`src/rtl/mem_port_arbiter.sv`:
```
// Arbitrates the fetch (imem) and memory-stage (dmem) request ports onto one memory port.
// Optional performance counters are enabled by defining ARB_PERF_CNT_EN.
module mem_port_arbiter #(
  parameter int STARVE_LIMIT = 4
) (
  input  logic        clk,
  input  logic        rst,
  input  logic [31:0] imem_addr,
  input  logic [3:0]  imem_rmask,
  output logic [31:0] imem_rdata,
  output logic        imem_resp,
  input  logic [31:0] dmem_addr,
  input  logic [3:0]  dmem_rmask,
  input  logic [3:0]  dmem_wmask,
  input  logic [31:0] dmem_wdata,
  output logic [31:0] dmem_rdata,
  output logic        dmem_resp,
  output logic [31:0] mem_addr,
  output logic [3:0]  mem_rmask,
  output logic [3:0]  mem_wmask,
  output logic [31:0] mem_wdata,
  input  logic [31:0] mem_rdata,
  input  logic        mem_resp
`ifdef ARB_PERF_CNT_EN
  ,
  output logic [31:0] perf_imem_grants,
  output logic [31:0] perf_dmem_grants,
  output logic [31:0] perf_stall_cycles
`endif
);

  typedef enum logic [1:0] {IDLE, ISSUE, WAIT} state_t;

  localparam int CW = $clog2(STARVE_LIMIT + 1);
  localparam logic [CW-1:0] LIMIT = CW'(STARVE_LIMIT);

  state_t        state;
  logic          owner_dmem;
  logic [CW-1:0] starve_cnt;

  logic imem_pend;
  logic dmem_pend;
  logic grant_dmem;
  logic grant_imem;
  logic done;

  assign imem_pend  = |imem_rmask;
  assign dmem_pend  = |(dmem_rmask | dmem_wmask);
  // dmem wins unless it has already been granted STARVE_LIMIT times in a row over a waiting fetch
  assign grant_dmem = dmem_pend && ((starve_cnt < LIMIT) || !imem_pend);
  assign grant_imem = imem_pend && !grant_dmem;
  assign done       = (state != IDLE) && mem_resp;

  // The mem_* registers double as the latched transaction; masks live for the ISSUE cycle only
  always_ff @(posedge clk or posedge rst) begin
    if (rst) begin
      state      <= IDLE;
      owner_dmem <= 1'b0;
      starve_cnt <= '0;
      mem_addr   <= '0;
      mem_rmask  <= '0;
      mem_wmask  <= '0;
      mem_wdata  <= '0;
    end else begin
      case (state)
        IDLE: begin
          if (grant_dmem) begin
            owner_dmem <= 1'b1;
            mem_addr   <= dmem_addr;
            mem_rmask  <= dmem_rmask;
            mem_wmask  <= dmem_wmask;
            mem_wdata  <= dmem_wdata;
            state      <= ISSUE;
            if (!imem_pend)
              starve_cnt <= '0;
            else if (starve_cnt != LIMIT)
              starve_cnt <= starve_cnt + 1'b1;
          end else if (grant_imem) begin
            owner_dmem <= 1'b0;
            mem_addr   <= imem_addr;
            mem_rmask  <= imem_rmask;
            mem_wmask  <= '0;
            mem_wdata  <= '0;
            state      <= ISSUE;
            starve_cnt <= '0;
          end
        end
        ISSUE: begin
          mem_rmask <= '0;
          mem_wmask <= '0;
          if (mem_resp) begin
            state     <= IDLE;
            mem_addr  <= '0;
            mem_wdata <= '0;
          end else begin
            state <= WAIT;
          end
        end
        WAIT: begin
          if (mem_resp) begin
            state     <= IDLE;
            mem_addr  <= '0;
            mem_wdata <= '0;
          end
        end
        default: state <= IDLE;
      endcase
    end
  end

  assign imem_resp  = done && !owner_dmem;
  assign dmem_resp  = done && owner_dmem;
  assign imem_rdata = imem_resp ? mem_rdata : '0;
  assign dmem_rdata = dmem_resp ? mem_rdata : '0;

  // A simultaneous load and store from dmem is a pipeline bug; it is still issued as given
  a_dmem_rw_exclusive: assert property (
    @(posedge clk) disable iff (rst)
    (state == IDLE && grant_dmem) |-> !((|dmem_rmask) && (|dmem_wmask)));

`ifdef ARB_PERF_CNT_EN
  logic stall;
  assign stall = (imem_pend && !imem_resp) || (dmem_pend && !dmem_resp);

  always_ff @(posedge clk or posedge rst) begin
    if (rst) begin
      perf_imem_grants  <= '0;
      perf_dmem_grants  <= '0;
      perf_stall_cycles <= '0;
    end else begin
      if (state == IDLE && grant_imem) perf_imem_grants <= perf_imem_grants + 32'd1;
      if (state == IDLE && grant_dmem) perf_dmem_grants <= perf_dmem_grants + 32'd1;
      if (stall) perf_stall_cycles <= perf_stall_cycles + 32'd1;
    end
  end
`endif

endmodule

```
`config.mk`:
```
export PLATFORM = sky130hd
export DESIGN_NAME = mem_port_arbiter
export DESIGN_NICKNAME = d
export VERILOG_FILES = /design/src/rtl/mem_port_arbiter.sv
export SDC_FILE = /design/constraint.sdc
export NUM_CORES = 1
export LEC_CHECK = 0
export ABC_AREA = 1
export CAP_MARGIN = 20
export CORE_UTILIZATION = 29
export DETAILED_ROUTE_END_ITERATION = 8
export DONT_BUFFER_PORTS = 1
export SETUP_SLACK_MARGIN = 0.5
export SLEW_MARGIN = 20
export SYNTH_ARGS = -nofsm -noshare
export SYNTH_HDL_FRONTEND = slang
export SYNTH_SLANG_ARGS = --single-unit
```
`constraint.sdc`:
```
create_clock -name clk -period 5.1 [get_ports clk]
set_input_delay 1.02 -clock clk [delete_from_list [all_inputs] [get_ports clk]]
set_output_delay 1.02 -clock clk [all_outputs]
set_load 0.01 [all_outputs]
```
==> impl_metrics.py, run 1 <==
metrics = {
    "sta": {
        "finalMaxSlewViolations": 0,
        "hold_viol": 0,
        "finalCritPeriodShare": 0.7432,
        "rsz0062_at_grt": "false",
        "setup_viol": 0,
        "worst_slew_pin_slew_ps": 848.6,
        "max_freq_mhz": 263.8,
        "skew_ps": 6.098,
        "slew_headroom": 0.4337,
        "fin_ws_ps": 1310,
        "period_needed_ps": 3790,
        "setup_tns_ps": 0,
    },
    "cts": {
        "cts_resized": 0,
        "post_cts_buffers": 0,
        "tritoncts": "yes",
        "numCtsBuffers": 9,
        "cts_buffer_depth": 2,
        "clock_latency_ps": 340,
        "clock-sinks": 78,
        "ctsHoldBuffers": 0,
        "cts-htree-levels": 3,
        "clk_pin_slew_ps": 60,
        "root_buffer": "clkbuf_16",
    },
    "global_route": {
        "first_global_vias": 3648,
        "grt_max_degree": 65,
        "track_usage": 0.1656,
        "grt_pass1_wl_um": 20070,
        "grt_antenna_before_repair": 0,
        "overflow": 0,
    },
    "placed_design": {
        "place.gp.congestion": 0.7717,
        "post-place-ws_ps": 1331,
        "numPortBuffers": 0,
        "dp.final_hpwl_um": 9636,
    },
    "drt": {
        "drt_iter0_markers": 188,
        "vias": 3961,
        "totalWireLength_um": 13070,
        "routedWlPerCell_um": 16.22,
        "drcViolationCount": 0,
        "ant_nets": 0,
        "dr.pass1.iters": 4,
        "avgViaCountPerCell": 4.914,
    },
    "logic_synthesis": {
        "syn_area_mm2": 0.004448,
        "syn-mean-instance-area_um2": 6.950,
        "synth_seq_cells": 78,
        "syn_inst": 640,
        "yosysSeqAreaShare": 0.4388,
        "syn-num-nets": 789,
        "synth_cell_types": 23,
        "yosys_warnings": 0,
    },
    "worst_hold_path": {
        "min_path_type": "reg2reg",
        "hp-start": "starve_cnt[2]",
        "hold_end": "starve_cnt[2]",
        "holdPathStages": 2,
    },
    "critical_path": {
        "r2r_end": "mem_addr[29]",
        "criticalPathCategory": "reg2out",
        "crit_required_ps": 4080,
        "path_common_cell": "inv_1",
        "r2r-start": "state[0]",
        "worst_path_largest_cell_delay_ps": 680,
        "path_cells": "inv_1 -> ha_1 -> nor3_1 -> inv_1 -> nor2_1",
        "start_kind": "flop",
        "end_kind": "output port",
        "cp_data_arrival_time_ps": 2770,
        "cp_slowest_cell": "nor3_1",
        "rrSetupSlack_ps": 2830,
        "cp_max_fo": 32,
        "worst-r2r-cell-count": 7,
    },
    "floorplan": {
        "die_w_um": 125.8,
        "design.die.area_mm2": 0.01584,
        "fp.coreArea_mm2": 0.01475,
        "pin_count": 281,
        "fp-row-count": 44,
        "die-height_um": 125.8,
        "start_util": 0.3015,
    },
    "power": {
        "leakage_nw": 2.551,
        "ir_drop_v": 0.0003589,
        "powerDensity_mw_per_mm2": 626.8,
    },
    "final_layout": {
        "synthToLayoutAreaGrowth_pct": 8.748,
        "drive_above_1_share": 0.05949,
        "antenna-diode-count": 0,
        "nNetsFinal": 766,
        "multi_input_area_mm2": 0.001859,
        "utilization": 0.3278,
        "fillers": 1590,
        "seq_area_mm2": 0.001952,
    },
    "flow_run": {
        "drv_cap": 0,
    },
    "status": {
        "status": "completed",
    },
}
## sequential cells by signal, summed over array words and instances (netlist names)
name        cells
mem_wdata      32
mem_addr       32
owner_dmem      1
mem_rmask       4
starve_cnt      3
state           2
mem_wmask       4
## power breakdown
part | switching (mW) | total [mW] | internal [mW] | leakage (nW)
clock network | 0.278 | 0.664 | 0.386 | 0.141
registers | 0.288 | 1.17 | 0.878 | 1.01
logic | 0.859 | 1.20 | 0.343 | 1.40
total | 1.43 | 3.03 | 1.61 | 2.55
## cells in the final DEF, fill, tap and decap left out, types with 3 or more instances in the layout
cell type / count
nand2_1: 137
nand3_1: 98
o21ai_0: 66
o21ai_1: 5
dfrtp_1: 78
clkinvlp_4: 3
o21ai_2: 6
nor2_1: 75
inv_1: 115
clkbuf_16: 9
ha_1: 6
buf_4: 6
## critical path: cells and delay by family (launching register included)
kind          cells  cell delay (ps)
fa+ha+maj         1              290
buf+inv           2              700
flops             1              390
simple gates      2             1050
## cells by family after synthesis
| logic type | synth area share |
|---|---|
| AOI/OAI and AO/OA | 0.09761 |
| adders and majority gates | 0.01688 |
| buffers and inverters | 0.1466 |
| DFF | 0.4388 |
| and+or+nand+nor | 0.3001 |
## worst max-delay path by stage
stage,startpoint,cells after the start,endpoint,slack [ps]
2_1_floorplan,rst,1,mem_addr[0],2080
3_3_place_gp,mem_resp,4,imem_rdata[14],1370
3_5_place_dp,mem_resp,4,imem_rdata[16],1330
4_1_cts,state[0],5,imem_rdata[16],1240
5_1_grt,state[0],5,imem_rdata[27],1060
6_report,state[0],5,imem_rdata[4],1310
## cells in the mapped netlist, drive strengths merged
cell / count / area (µm²)
o22ai: 2 / 12.51
o21ai: 78 / 416.7
nor2: 76 / 287.8
nor3: 2 / 10.01
a21oi: 1 / 5.000
buf: 19 / 125.1
dfrtp: 78 / 1952
nand2: 139 / 526.8
nand3: 100 / 510.5
clkbuf: 21 / 83.83
inv: 118 / 442.9
ha: 6 / 75.07
## metal layers
| layer | wire length, µm | up-vias | track usage | part of all wire |
|---|---|---|---|---|
| li1 | - | 1922 | - | - |
| met1 | 5258 | 1784 | 0.1846 | 0.40 |
| met2 | 6441 | 223 | 0.2912 | 0.49 |
| met3 | 850 | 32 | 0.03314 | 0.065 |
| met4 | 520 | 0 | 0.1021 | 0.040 |
| met5 | 0 | - | 0 | 0 |
## layout make-up
type                       instances  area share
sequential                        78      0.4035
inverter                         118     0.09183
multi-input combinational        404      0.3844
clock inverter                     7     0.01681
timing repair buffer               6    0.009312
clock buffer                       9     0.04656
tap                              184     0.04759
## stage by stage
stage          hold slack (ps)  power (mW)  instances  cell area [µm²]
3_5_place_dp             537.7       2.405        790             4531
3_3_place_gp             511.0       2.380        790             4531
2_1_floorplan            494.7       2.148        640             4448
4_1_cts                  552.2       3.084        806             4837
6_report                 547.6       3.032        806             4837
5_1_grt                  571.2       3.287        806             4837
Note: power is estimated with default switching activity, not from simulation.
==> run 2, diff against run 1 <==
==> constraint.sdc (replaced) <==
create_clock -name clk -period 3.1 [get_ports clk]
set_input_delay 0.62 -clock clk [delete_from_list [all_inputs] [get_ports clk]]
set_output_delay 0.62 -clock clk [all_outputs]
set_load 0.01 [all_outputs]
==> impl_metrics.py, run 2 (synthesis gave the netlist of run 1 again) <==
metrics = {
    "sta": {
        "rsz0062_at_grt": "false",
        "max_freq_mhz": 409.7,
        "setup_viol": 0,
        "fin_ws_ps": 659.0,
        "finalCritPeriodShare": 0.7874,
        "setup_tns_ps": 0,
        "slew_headroom": 0.5208,
        "hold_viol": 0,
        "worst_slew_pin_slew_ps": 717.0,
        "finalMaxSlewViolations": 0,
        "skew_ps": 4.162,
        "period_needed_ps": 2441,
        "finalHoldWorstSlack_ps": 187.5,
    },
    "global_route": {
        "grt_antenna_before_repair": 1,
        "grt_max_degree": 58,
        "overflow": 0,
        "grt_pass1_wl_um": 19980,
        "track_usage": 0.1651,
        "first_global_vias": 3606,
    },
    "drt": {
        "drt_iter0_markers": 194,
        "ant_nets": 0,
        "routedWlPerCell_um": 16.10,
        "drcViolationCount": 0,
        "avgViaCountPerCell": 4.815,
        "vias": 3910,
        "dr.pass1.iters": 7,
        "totalWireLength_um": 13080,
    },
    "floorplan": {
        "fp-row-count": 44,
        "die_w_um": 125.8,
        "start_util": 0.3015,
        "die-height_um": 125.8,
        "design.die.area_mm2": 0.01584,
        "fp.coreArea_mm2": 0.01475,
        "pin_count": 281,
    },
    "critical_path": {
        "r2r_end": "mem_wdata[3]",
        "end_kind": "output port",
        "cp_data_arrival_time_ps": 1820,
        "cp_slowest_cell": "dfrtp_1",
        "worst_path_largest_cell_delay_ps": 390,
        "worst-r2r-cell-count": 6,
        "crit_required_ps": 2480,
        "crit_family": "simple AND/OR/NAND/NOR gates",
        "start_kind": "flop",
        "criticalPathCategory": "reg2out",
        "rrSetupSlack_ps": 1140,
        "path_cells": "inv_1 -> ha_2 -> nor3_4 -> inv_4 -> nor2_1 -> buf_4",
        "crit_buf_inv": 3,
        "r2r-start": "state[0]",
        "cp_max_fo": 32,
    },
    "final_layout": {
        "nNetsFinal": 772,
        "drive_above_1_share": 0.07496,
        "fillers": 1629,
        "final_common_cell": "nand2_1",
        "layout_common_cells": "137 x nand2_1, 113 x inv_1, 98 x nand3_1",
        "reg.largest.list": "mem_addr: 32 flops, mem_wdata: 32 flops",
        "synthToLayoutAreaGrowth_pct": 12.29,
        "final_area_mm2": 0.004995,
        "seq_area_mm2": 0.001952,
        "multi_input_area_mm2": 0.001884,
    },
    "cts": {
        "root_buffer": "clkbuf_16",
        "cts-htree-levels": 3,
        "clock_latency_ps": 340,
        "numCtsBuffers": 9,
        "tritoncts": "yes",
        "clock-sinks": 78,
        "clk_pin_slew_ps": 60,
        "cts_buffer_depth": 2,
    },
    "placed_design": {
        "place.gp.congestion": 0.7984,
        "numPortBuffers": 0,
        "dp.final_hpwl_um": 9728,
        "post-place-ws_ps": 348.9,
        "placed_area_mm2": 0.004616,
    },
    "power": {
        "ir_drop_v": 0.0004156,
        "p_total_mw": 5.252,
        "powerDensity_mw_per_mm2": 1051,
        "leakage_nw": 2.626,
    },
    "worst_hold_path": {
        "min_path_type": "in2async",
    },
    "flow_run": {
        "drv_cap": 0,
    },
    "status": {
        "status": "completed",
    },
}
-- run 2: worst max-delay path by stage --
stage                     startpoint              to  slack, ps  cells past startpoint
after floorplan             state[0]  dmem_rdata[10]        860                      6
after global placement      state[0]  imem_rdata[13]        390                      6
after detailed placement    state[0]  imem_rdata[13]        350                      6
after CTS                   state[0]  imem_rdata[13]        530                      6
after global routing        state[0]  imem_rdata[13]        550                      6
final                       state[0]  imem_rdata[13]        660                      6
-- run 2: power breakdown --
group / switching (mW) / total [mW] / internal (mW) / leakage [nW]
Combinational: 1.45 / 2.09 / 0.646 / 1.45
Sequential: 0.480 / 1.93 / 1.44 / 1.01
Clock: 0.426 / 1.23 / 0.807 / 0.169
Total: 2.35 / 5.25 / 2.90 / 2.63
-- run 2: cell type report --
cell class,instances,share of cell area
repair buffers,12,0.02555
well taps,184,0.04609
diodes,1,0.0005010
multi-input cells,404,0.3773
clock buffers,10,0.04785
inverters,118,0.09043
flip-flops and latches,78,0.3908
clock inverters,5,0.02154
-- run 2: per-layer routing --
layer,GRT usage,part of all wire
met4,0.07512,0.018
met5,0,0
met2,0.2928,0.50
met1,0.1890,0.42
met3,0.03781,0.063
-- run 2: metrics by stage --
step                      instances    util
after detailed placement        796  0.3128
after floorplan                 640       -
after global routing            812  0.3385
after CTS                       811  0.3382
after global placement          796  0.3128
final                           812  0.3385
-- run 2: repair_timing --
action,4_1_cts,5_1_grt
cloned,0,0
pin swaps,0,2
hold buffers,0,0
buffers inserted,0,0
resized for setup,8,1
setup endpoints to repair,64,64
==> RTL change: new RTL, config.mk and constraints of run 2 <==
Put a register stage on the outputs `imem_rdata` and `dmem_rdata`, without a reset. The values now appear one clock later. The other outputs are not delayed to match.
--- a/src/rtl/mem_port_arbiter.sv
+++ b/src/rtl/mem_port_arbiter.sv
@@ -110,8 +110,10 @@
 
   assign imem_resp  = done && !owner_dmem;
   assign dmem_resp  = done && owner_dmem;
-  assign imem_rdata = imem_resp ? mem_rdata : '0;
-  assign dmem_rdata = dmem_resp ? mem_rdata : '0;
+  always_ff @(posedge clk) begin
+    imem_rdata <= imem_resp ? mem_rdata : '0;
+    dmem_rdata <= dmem_resp ? mem_rdata : '0;
+  end
 
   // A simultaneous load and store from dmem is a pipeline bug; it is still issued as given
   a_dmem_rw_exclusive: assert property (
Check against the original RTL: not equivalent (Yosys sat finds a counterexample within 4 cycles, from zero or initial values and one cycle with rst high).
==> RTL change against run 2 <==
  * Power increased by 34%
  * Final area is 34% higher
  * Clock skew up 3.3 ps
  * Die area grew 32%
  * Synthesized area is 33% higher
  * Sequential cell count rose by 64
  * Routed wire length rose by 19%
  * Setup slack improved by 69 ps
  * Critical path type unchanged
  * Critical endpoint is now dmem_resp
==> RTL change: results (changes against run 2) <==
Clock network
The clock latency of the later-clocked register in the worst-skew pair is 420 ps (+80 ps). The clock input transition at the sequential cells of the worst setup and hold paths is 70 ps. The post-CTS setup-driven buffer insertion count was 0 (unchanged). The maximum level of the CTS H-tree is 4 (+1). The maximum count of clock buffers along a single path is 2 (unchanged). The number of gates given a new drive strength after cts is 0 (-8).

The root cell of the clock tree is sky130_fd_sc_hd__clkbuf_16. The total clock buffers created by CTS came to 17 (+8).

Synth
The number of different library cells in the post-synthesis netlist is 25 (+8.7%). The total number of yosys warnings came to 0 (unchanged). By area the synthesized netlist is led by sky130_fd_sc_hd__dfrtp_1 33%, sky130_fd_sc_hd__dfxtp_1 22%, sky130_fd_sc_hd__inv_1 7.4%. The synthesized instance count came to 707 (+10%). The fraction of synthesis flops using an asynchronous set or reset pin is 54.9% (-45 points).

The cell area after technology mapping was 0.00591 mm^2 (+33%). Sorting the synthesized cells by how often they occur yields 117 x sky130_fd_sc_hd__inv_1, 115 x sky130_fd_sc_hd__nand2_1, 78 x sky130_fd_sc_hd__dfrtp_1, 78 x sky130_fd_sc_hd__nor2_1, 67 x sky130_fd_sc_hd__nand3_1. The share of the yosys chip area belonging to registers is 54.7% (+11 points). The post-synth net total is 857 (+8.6%).

Finish
The fraction of final layout cells sized beyond drive strength 1 came to 12.2% (+4.7 points). The net total in the final layout was 841 (+8.9%). The number of diodes is 0 (-1).

STA
The setup TNS after final layout is 0 ps (unchanged). The slew at the pin closest to its max-slew limit is 633 ps (-84.2 ps). The final setup skew came to 7.43 ps (+3.27 ps).

Global routing
The wire length of the first global-routing pass is 22400 um (+12%). The overall track demand over capacity in global routing is 14.3% (-2.2 points). The number of global-route vias before repair was 4240 (+18%). The initial antenna violation count is 0 (-1).

The largest net degree at the start of global routing is 129 (+120%).

Placement
The final estimated routing congestion in global placement is 0.772 (-3.4%). The total cell area at the placement stage is 0.00611 mm^2 (+32%). The post-placement cell count is 937 (+18%). The detailed placer's ending HPWL is 10700 um (+10%). The port buffer count is 0 (unchanged).

Detailed routing
The starting DRC count in detailed routing was 186 (-4.1%). Routed signal wires occupy layers up through met4. The met2 wire length is 7180 um (+9.0%). The average via count per standard cell is 4.58 (-4.9%). The aggregate routed wire length is 15500 um (+19%). The overall via count from detail_route was 4439 (+14%). The count of TritonRoute iterations in the first routing pass is 4 (-3). The routed length on met1 came to 6270 um (+15%).

The detailed-routed wire length on met3 is 1850 um (+130%).

Critical path
The maximum fanout along the worst path is 6 (-81%). In this design, the largest share of critical-path delay is due to simple AND/OR/NAND/NOR gates. The delay of the slowest cell on the worst path is 570 ps (+180 ps). The critical path's slowest cell is sky130_fd_sc_hd__nor3_1.

Pwr
The leakage dissipation is 3.29 nW (+25%). The largest voltage drop on the vdd net is 0.000494 V (+19%).

Outcome
The run finished with clean final reports.

Min path
In this run the worst hold path is classified as in -> async.
## RTL change: kinds of logic after synthesis
family,share of synthesized area (%)
simple gates,23.8
buf+inv,11.9
flops,54.7
compound gates,8.03
fa+ha+maj,1.48
## RTL change: report_power, final
group	total [mW]	switching, mW	internal (mW)
logic	1.95	1.32	0.630
registers	3.00	0.614	2.39
clock network	2.07	0.933	1.13
## RTL change: metal layers
metal	GRT usage, %	vias up
met5	0	-
li1	-	2178
met3	7.31	13
met2	23.4	219
met1	15.8	2029
met4	5.43	0
## RTL change: path summary, 6_finish.rpt
check                                   start              to  slack (ps)
max in group asynchronous                 rst    mem_rmask[2]        2540
worst max register to register       state[0]   mem_wdata[27]        1130
min in group clk                mem_rdata[31]  dmem_rdata[31]         330
worst min register to register   mem_rmask[0]    mem_rmask[0]         550
worst min-delay path                      rst   mem_wdata[15]         180
worst max-delay path                 state[0]       dmem_resp         730
## RTL change: layout make-up
cell class | count | area, um^2
Sequential cell | 142 | 3230
Fill cell | 2051 | 13000
Clock buffer | 18 | 450
Timing Repair Buffer | 9 | 105
Clock inverter | 14 | 156
Inverter | 119 | 450
Multi-Input combinational cell | 402 | 1990
Tap cell | 265 | 332
## RTL change: per-stage QoR
stage | setup WS, ps | utilization, %
final | 728 | 34.1
after global routing | 528 | 34.1
after CTS | 607 | 34.1
after detailed placement | 932 | 31.0
after global placement | 891 | 31.0
after floorplan | 1420 | -
